$ cat src/rtl/crc_pkg.sv
// rtl/crc_pkg.sv - shared CRC-8 (x^8+x^2+x+1) widths, generator and FSM state type
//
// Purpose: common definitions for the CRC-8 encoder and checker.
//   DATA_W / CRC_W / CW_W : data, CRC and codeword widths
//   POLY                  : generator polynomial without the implicit x^8 term
//   CNT_W                 : width of the bit counter (holds CW_W-1)
//   state_t               : checker FSM states
package crc_pkg;

  localparam int DATA_W = 10;
  localparam int CRC_W  = 8;
  localparam int CW_W   = 18;
  localparam int CNT_W  = 5;

  localparam logic [CRC_W-1:0] POLY = 8'h07;

  typedef enum logic [1:0] {
    ST_IDLE  = 2'd0,
    ST_SHIFT = 2'd1,
    ST_DONE  = 2'd2
  } state_t;

endpackage

$ cat src/rtl/crc_lfsr_step.sv
// rtl/crc_lfsr_step.sv - one MSB-first bit of CRC polynomial division
//
// Purpose: combinational single-bit division step, shared by encoder and checker.
// Ports:
//   rem      in  [CRC_W-1:0]  current remainder
//   in_bit   in  1            next codeword bit (MSB-first order)
//   rem_next out [CRC_W-1:0]  remainder after absorbing in_bit
module crc_lfsr_step
  import crc_pkg::*;
(
  input  logic [CRC_W-1:0] rem,
  input  logic             in_bit,
  output logic [CRC_W-1:0] rem_next
);

  // The bit leaving the top of the remainder decides whether the generator
  // is subtracted (XORed) from the shifted value.
  assign rem_next = {rem[CRC_W-2:0], in_bit} ^ (rem[CRC_W-1] ? POLY : '0);

endmodule

$ cat src/rtl/crc_check_lfsr.sv
// rtl/crc_check_lfsr.sv - bit-serial CRC-8 codeword checker with valid/ready handshakes
//
// Purpose: accepts an 18-bit codeword {data[9:0], crc[7:0]}, divides it by
// x^8+x^2+x+1 one bit per cycle (MSB first) and reports the syndrome.
// Ports:
//   clk          in   1   sole clock
//   reset        in   1   synchronous, active-high
//   in_valid     in   1   codeword_in holds a codeword
//   in_ready     out  1   block accepts a codeword this cycle (IDLE only)
//   codeword_in  in   18  {data, crc}, bit 17 transmitted first
//   out_valid    out  1   data_out / syndrome / crc_ok valid
//   out_ready    in   1   consumer accepts the result
//   data_out     out  10  data field of the checked codeword
//   syndrome     out  8   remainder of codeword / generator
//   crc_ok       out  1   syndrome == 0
//   err_count    out  16  results delivered with crc_ok = 0, saturating
module crc_check_lfsr
  import crc_pkg::*;
(
  input  logic              clk,
  input  logic              reset,
  input  logic              in_valid,
  output logic              in_ready,
  input  logic [CW_W-1:0]   codeword_in,
  output logic              out_valid,
  input  logic              out_ready,
  output logic [DATA_W-1:0] data_out,
  output logic [CRC_W-1:0]  syndrome,
  output logic              crc_ok,
  output logic [15:0]       err_count
);

  state_t              state;
  logic [CW_W-1:0]     shift_reg;
  logic [DATA_W-1:0]   data_reg;
  logic [CRC_W-1:0]    rem;
  logic [CRC_W-1:0]    rem_next;
  logic [CNT_W-1:0]    cnt;

  crc_lfsr_step u_step (
    .rem      (rem),
    .in_bit   (shift_reg[CW_W-1]),
    .rem_next (rem_next)
  );

  always_ff @(posedge clk) begin
    if (reset) begin
      state     <= ST_IDLE;
      shift_reg <= '0;
      data_reg  <= '0;
      rem       <= '0;
      cnt       <= '0;
      in_ready  <= 1'b1;
      out_valid <= 1'b0;
      data_out  <= '0;
      syndrome  <= '0;
      crc_ok    <= 1'b0;
      err_count <= '0;
    end else begin
      case (state)
        ST_IDLE: begin
          if (in_valid && in_ready) begin
            shift_reg <= codeword_in;
            data_reg  <= codeword_in[CW_W-1:CRC_W];
            rem       <= '0;
            cnt       <= CNT_W'(CW_W - 1);
            in_ready  <= 1'b0;
            state     <= ST_SHIFT;
          end
        end

        ST_SHIFT: begin
          shift_reg <= {shift_reg[CW_W-2:0], 1'b0};
          rem       <= rem_next;
          if (cnt == '0) begin
            // Last bit: publish the result straight from the step output so
            // out_valid rises on the same edge the FSM enters DONE.
            state     <= ST_DONE;
            out_valid <= 1'b1;
            syndrome  <= rem_next;
            crc_ok    <= (rem_next == '0);
            data_out  <= data_reg;
          end else begin
            cnt <= cnt - 1'b1;
          end
        end

        ST_DONE: begin
          if (out_ready) begin
            state     <= ST_IDLE;
            out_valid <= 1'b0;
            in_ready  <= 1'b1;
            if (!crc_ok && (err_count != 16'hFFFF)) begin
              err_count <= err_count + 16'd1;
            end
          end
        end

        default: begin
          state     <= ST_IDLE;
          in_ready  <= 1'b1;
          out_valid <= 1'b0;
        end
      endcase
    end
  end

endmodule

$ cat config.mk
export PLATFORM = sky130hd
export DESIGN_NAME = crc_check_lfsr
export DESIGN_NICKNAME = d
export VERILOG_FILES = /design/src/rtl/crc_pkg.sv /design/src/rtl/crc_lfsr_step.sv /design/src/rtl/crc_check_lfsr.sv
export SDC_FILE = /design/constraint.sdc
export NUM_CORES = 1
export LEC_CHECK = 0
export CORE_MARGIN = 2
export CORE_UTILIZATION = 55
export CTS_BUF_LIST = sky130_fd_sc_hd__clkbuf_8 sky130_fd_sc_hd__clkbuf_16
export DETAILED_ROUTE_END_ITERATION = 8
export DONT_BUFFER_PORTS = 1
export GPL_TIMING_DRIVEN = 1
export PLACE_DENSITY = 0.7
export SLEW_MARGIN = 0
export SYNTH_ARGS = -nofsm -noshare
export SYNTH_HDL_FRONTEND = slang
export SYNTH_SLANG_ARGS = --single-unit
export TNS_END_PERCENT = 50
$ cat constraint.sdc
create_clock -name clk -period 4.35 [get_ports clk]
set_input_delay 0.6525 -clock clk [delete_from_list [all_inputs] [get_ports clk]]
set_output_delay 0.6525 -clock clk [all_outputs]
set_load 0.02 [all_outputs]
* After elaboration in Yosys (flattened, before gate mapping)
Cells that the tools add are included.
** Cells by class
- Add/subtract/negate cells :: 2
- Equality and inequality tests :: 7
- Mux-type cells :: 18
- Bitwise operators :: 3
- Reduce and logical (&&, ||, !) cells :: 15
** Operators by type and width (count)
- 18-bit case mux with 2 select lines :: 1
- 18-bit 2-to-1 mux :: 1
- 16-bit by 1-bit adder with 16-bit output, second input constant :: 1
- 16-bit != test, second input constant :: 1
- 8-bit case mux with 2 select lines :: 1
- 3-bit AND reduction :: 5
- 5-bit 2-to-1 mux :: 2
- 5-bit case mux with 2 select lines :: 1
- 8-bit zero test :: 1
- 8-bit 2-to-1 mux :: 1
- 2-bit != test, second input constant :: 4
- 8-bit bitwise XOR :: 1
- 2-bit 2-to-1 mux :: 3
- 1-bit case mux with 3 select lines :: 2
- 2-bit case mux with 3 select lines :: 1
- 2-bit AND reduction :: 3
- 5-bit zero test :: 1
- 5-bit by 1-bit subtractor with 5-bit output, second input constant :: 1
- 1-bit 2-to-1 mux :: 4
- 3-bit 2-to-1 mux :: 1
- 2-bit by 1-bit == test with 1-bit output, second input constant :: 1
- 2-bit == test, second input constant :: 1
- 1-bit logical AND :: 2
- 2-bit zero test :: 1
- 3 further kinds :: 4
** Storage, ports and cells
- Bits in registers :: 80
- Input bits :: 22
- Output and inout bits :: 37
- Logic and storage cells :: 56

* Longest topological paths before layout
- Depth after elaboration :: 3
- Mapped depth :: 7
- Gate-level depth less buffers :: 6

* By module
From an unflattened synthesis, not the netlist that was laid out.
** Unflattened totals
- Cells, all modules :: 401
- Area, all modules :: 3280.6 um2
** By module, submodules not included
- crc_check_lfsr :: times used 1, cells an instance 393, area each 3216.8 um2, sequential area each 1601.5 um2
- crc_lfsr_step :: times used 1, cells an instance 8, area each 63.8 um2, sequential area each 0.0 um2

* Worst setup path before layout
No wires, ideal clock.
- Kind :: input -> register
- Start :: input port out_ready
- End :: register err_count[11]
- Setup time :: 0.070 ns
- Arrival :: 1.941 ns
- Slack :: 2.339 ns
- Cell stages on the path :: 5
- Buffers on the path :: 1
- Path through :: nand4bb_1 > buf_2 > or4_4 > or4_1 > a21oi_1
** Between the ends
- Word-level cells in the longest chain between the ends :: 1
** Ends and longest elaborated chain
- start, declared :: RTL line crc_check_lfsr.sv:26 : input logic out_ready,
- 3-bit AND reduction (no line)
- end signal, assigned :: RTL line crc_check_lfsr.sv:94 : err_count <= err_count + 16'd1;
- end, declared :: RTL line crc_check_lfsr.sv:30 : output logic [15:0] err_count
Every way passes these cells.
A chain may end at the register's enable or synchronous reset.

* Worst setup path after layout
- Start :: register err_count[0]
- End :: register err_count[9]
** Between the ends
- Word-level cells in the longest chain between the ends :: 3
- Elaborated cells between the ends (all ways) :: 4
- Those cells by class :: add/sub (1); eq/ne (1); reduce/logical (2)
** Ends and longest elaborated chain
- parallel branches: the longest is 3 deep, another holds 16-bit by 1-bit adder with 16-bit output
Parallel ways; which one is timed is not known.

==> metrics.cfg <==
[cts]
path_clk_slew_ns = 0.08
clk_latency_ns = 0.34
root_buffer = clkbuf_8
clock-sinks = 80
post_cts_buffers = 0
cts_tree = built
cts_resized = 0
clk_path_buf_depth = 2
cts.htree.levels = 3
cts_hold_buf = 0
numCtsBuffers = 9

[cells_and_area]
fin_nets = 414
drive_gt1_share_pct = 5.32
antennaDiodeCount = 0
utilization_pct = 62.0
largest_register_ffs = 18
multi_input_area_sq_um = 1530
regArea_sq_um = 1600
area_growth_pct = 7.22
fill_cells = 530

[route]
drc = 0
ant_nets = 0
via_count = 2712
drt_pass1_iterations = 4
wl_per_cell_um = 14.6
wl_um = 6820
drtIter0Drc = 141
vias_per_cell = 5.81

[sta]
setup_tns_ns = 0
relSlewSlack_pct = 32.4
hold_viol_final = 0
max_freq_ghz = 0.460
rsz0062_at_grt = false
fin_crit_ns = 2.17
finalSetupViolCount = 0
drv_slew = 0
fin_crit_sh_pct = 50.0
fin_skew_ns = 0.00972
tightest_slew_ns = 1.01

[power_and_ir_drop]
power.leakage_nw = 1.16
total_power_mw = 1.60
vdd_ir_drop_max_mv = 0.287
power.density_nw_per_um2 = 460

[grt]
antenna_found_initial = 0
grt_pass1_wl_um = 11100
grt_max_degree = 83
grt.overflow.total = 0
first_global_vias = 2446
track_usage_pct = 21.8

[hold_path]
hold_class = input pin to flop
hp-start = reset

[flow_run]
cap_violations = 0

[logic_synthesis]
syn_area_sq_um = 3240
netlist-cell-type-count = 40
syn_inst = 404
ys_ff_latch = 80
yosys_warnings = 0
synth.avg_cell_area_sq_um = 8.02
synth_nets = 428
seq_area_frac_synth_pct = 49.4

[status]
status = completed

[worst_setup_path]
critPathMaxFanout = 10
start_kind = flop
critPathKind = flop to flop
end_kind = flop
crit_path_start = err_count[0]$_SDFFE_PP0P_
cp.required_ns = 4.63
worstPathArrival_ns = 2.46
reg2reg_from = err_count[0]$_SDFFE_PP0P_

[floorplan]
initial_core_util_pct = 57.8
num_rows = 27
die_h_um = 80.8
die_w_um = 80.8
core_area_sq_um = 5610
num_io_pins = 59
dieArea_sq_um = 6520

[placed_design]
hpwlAfterDp_um = 4340
numPortBuffers = 0
gp_congestion = 0.748

[cells by family (layout without fill, tap and decap cells)]
kind of cell	count (synthesis)	after routing	share of synthesized area [%]
flip-flops	80	80	49.4
AO/OA/AOI/OAI	83	83	15.0
adder cells (fa/ha/maj)	2	2	0.772
XOR/XNOR	5	5	1.35
AND/OR/NAND/NOR	200	200	28.6
multiplexers	4	4	1.35
buffers and inverters	30	21	3.51
[metal layers]
layer	wire length (um)	up-vias	track usage, %
met2	3110	54	34.7
met3	401	6	7.22
met5	0	-	0
li1	-	1388	-
met1	3230	1264	28.0
met4	75	0	7.29
[layout by cell type (no fill, tap or decap), drive strengths merged, types with 2 or more instances in the layout]
| cell type | synthesis | layout |
|---|---|---|
| a31oi | 10 | 10 |
| nor2b | 4 | 4 |
| or3 | 6 | 6 |
| mux2 | 3 | 3 |
| a21oi | 50 | 50 |
| nor2 | 26 | 26 |
| nand4 | 9 | 9 |
| nor4 | 3 | 3 |
| nor3 | 10 | 10 |
| clkinv | 0 | 2 |
| o31ai | 6 | 6 |
| clkbuf | 24 | 9 |
| o21ai | 5 | 5 |
| o41ai | 2 | 2 |
| bufinv | 0 | 3 |
| a311oi | 8 | 8 |
| nand3 | 16 | 16 |
| dfxtp | 80 | 80 |
| xor2 | 5 | 5 |
| ha | 2 | 2 |
| nand2 | 106 | 106 |
| or4 | 8 | 8 |
| or2 | 2 | 2 |
| inv | 4 | 5 |
[where the power goes]
group	internal (mW)	leakage, nW	switching [mW]
logic	0.0471	0.393	0.0963
registers	0.774	0.650	0.0385
clock network	0.377	0.120	0.265
[worst max-delay path, cell delays in order (launching register included)]
cell and delay, ns:
dfxtp_1 0.51, ha_1 0.29, nand4_1 0.22, nor3_1 0.73
o21ai_0 0.22, a21oi_1 0.15
[cells in the mapped netlist]
cell type	instances	area, sq um
or4_1	7	52.6
dfxtp_1	80	1600
o41ai_1	2	17.5
xor2_1	5	43.8
a21oi_1	50	250
or2b_1	1	7.51
and4bb_2	1	12.5
nand2_1	106	398
or2_1	1	6.26
buf_1	1	3.75
ha_1	2	25.0
mux2_2	2	22.5
nor3b_1	1	7.51
or2_2	1	6.26
or3_1	6	37.5
a21o_1	1	7.51
nor2b_1	4	25.0
and3_1	1	6.26
mux2i_1	1	10.0
nor4bb_1	1	10.0
nor2_1	26	97.6
clkbuf_1	24	90.1
nor3_1	10	50.1
or4_4	1	11.3
o21ai_0	5	25.0
o31ai_1	6	45.0
a31oi_1	10	62.6
mux2_1	1	11.3
buf_2	1	5.00
nand4_1	9	56.3
nand2b_1	1	6.26
or4b_1	1	10.0
nor4_1	3	18.8
inv_1	4	15.0
and2b_1	1	7.51
nand4bb_1	1	11.3
and4_1	1	8.76
o311ai_0	1	8.76
nand3_1	16	80.1
a311oi_1	8	70.1
[final timing paths]
path                                                   to  slack, ns  cells after the start
worst max-delay path            err_count[9]$_SDFFE_PP0P_       2.18                      5
worst min-delay path            err_count[2]$_SDFFE_PP0P_       0.37                      1
worst max register to register  err_count[9]$_SDFFE_PP0P_       2.18                      5
worst min register to register   data_out[7]$_SDFFE_PP0P_       0.44                      2
[through the flow]
step	instances	setup slack (ns)	instance area (sq um)	hold slack, ns
after floorplan	404	2.34	3240	0.432
after global placement	451	2.18	3240	0.432
after detailed placement	451	2.16	3240	0.440
after CTS	467	2.16	3480	0.359
after global routing	467	2.00	3480	0.348
final	467	2.18	3480	0.368
[final cells by class]
cell class	count	share of cell area, %
clock inverter	7	3.20
tap	72	2.59
sequential	80	46.1
clock buffer	9	3.56
timing repair buffer	1	0.216
inverter	4	0.432
multi-input combinational	294	43.9
Note: power is estimated with default switching activity, not from simulation.
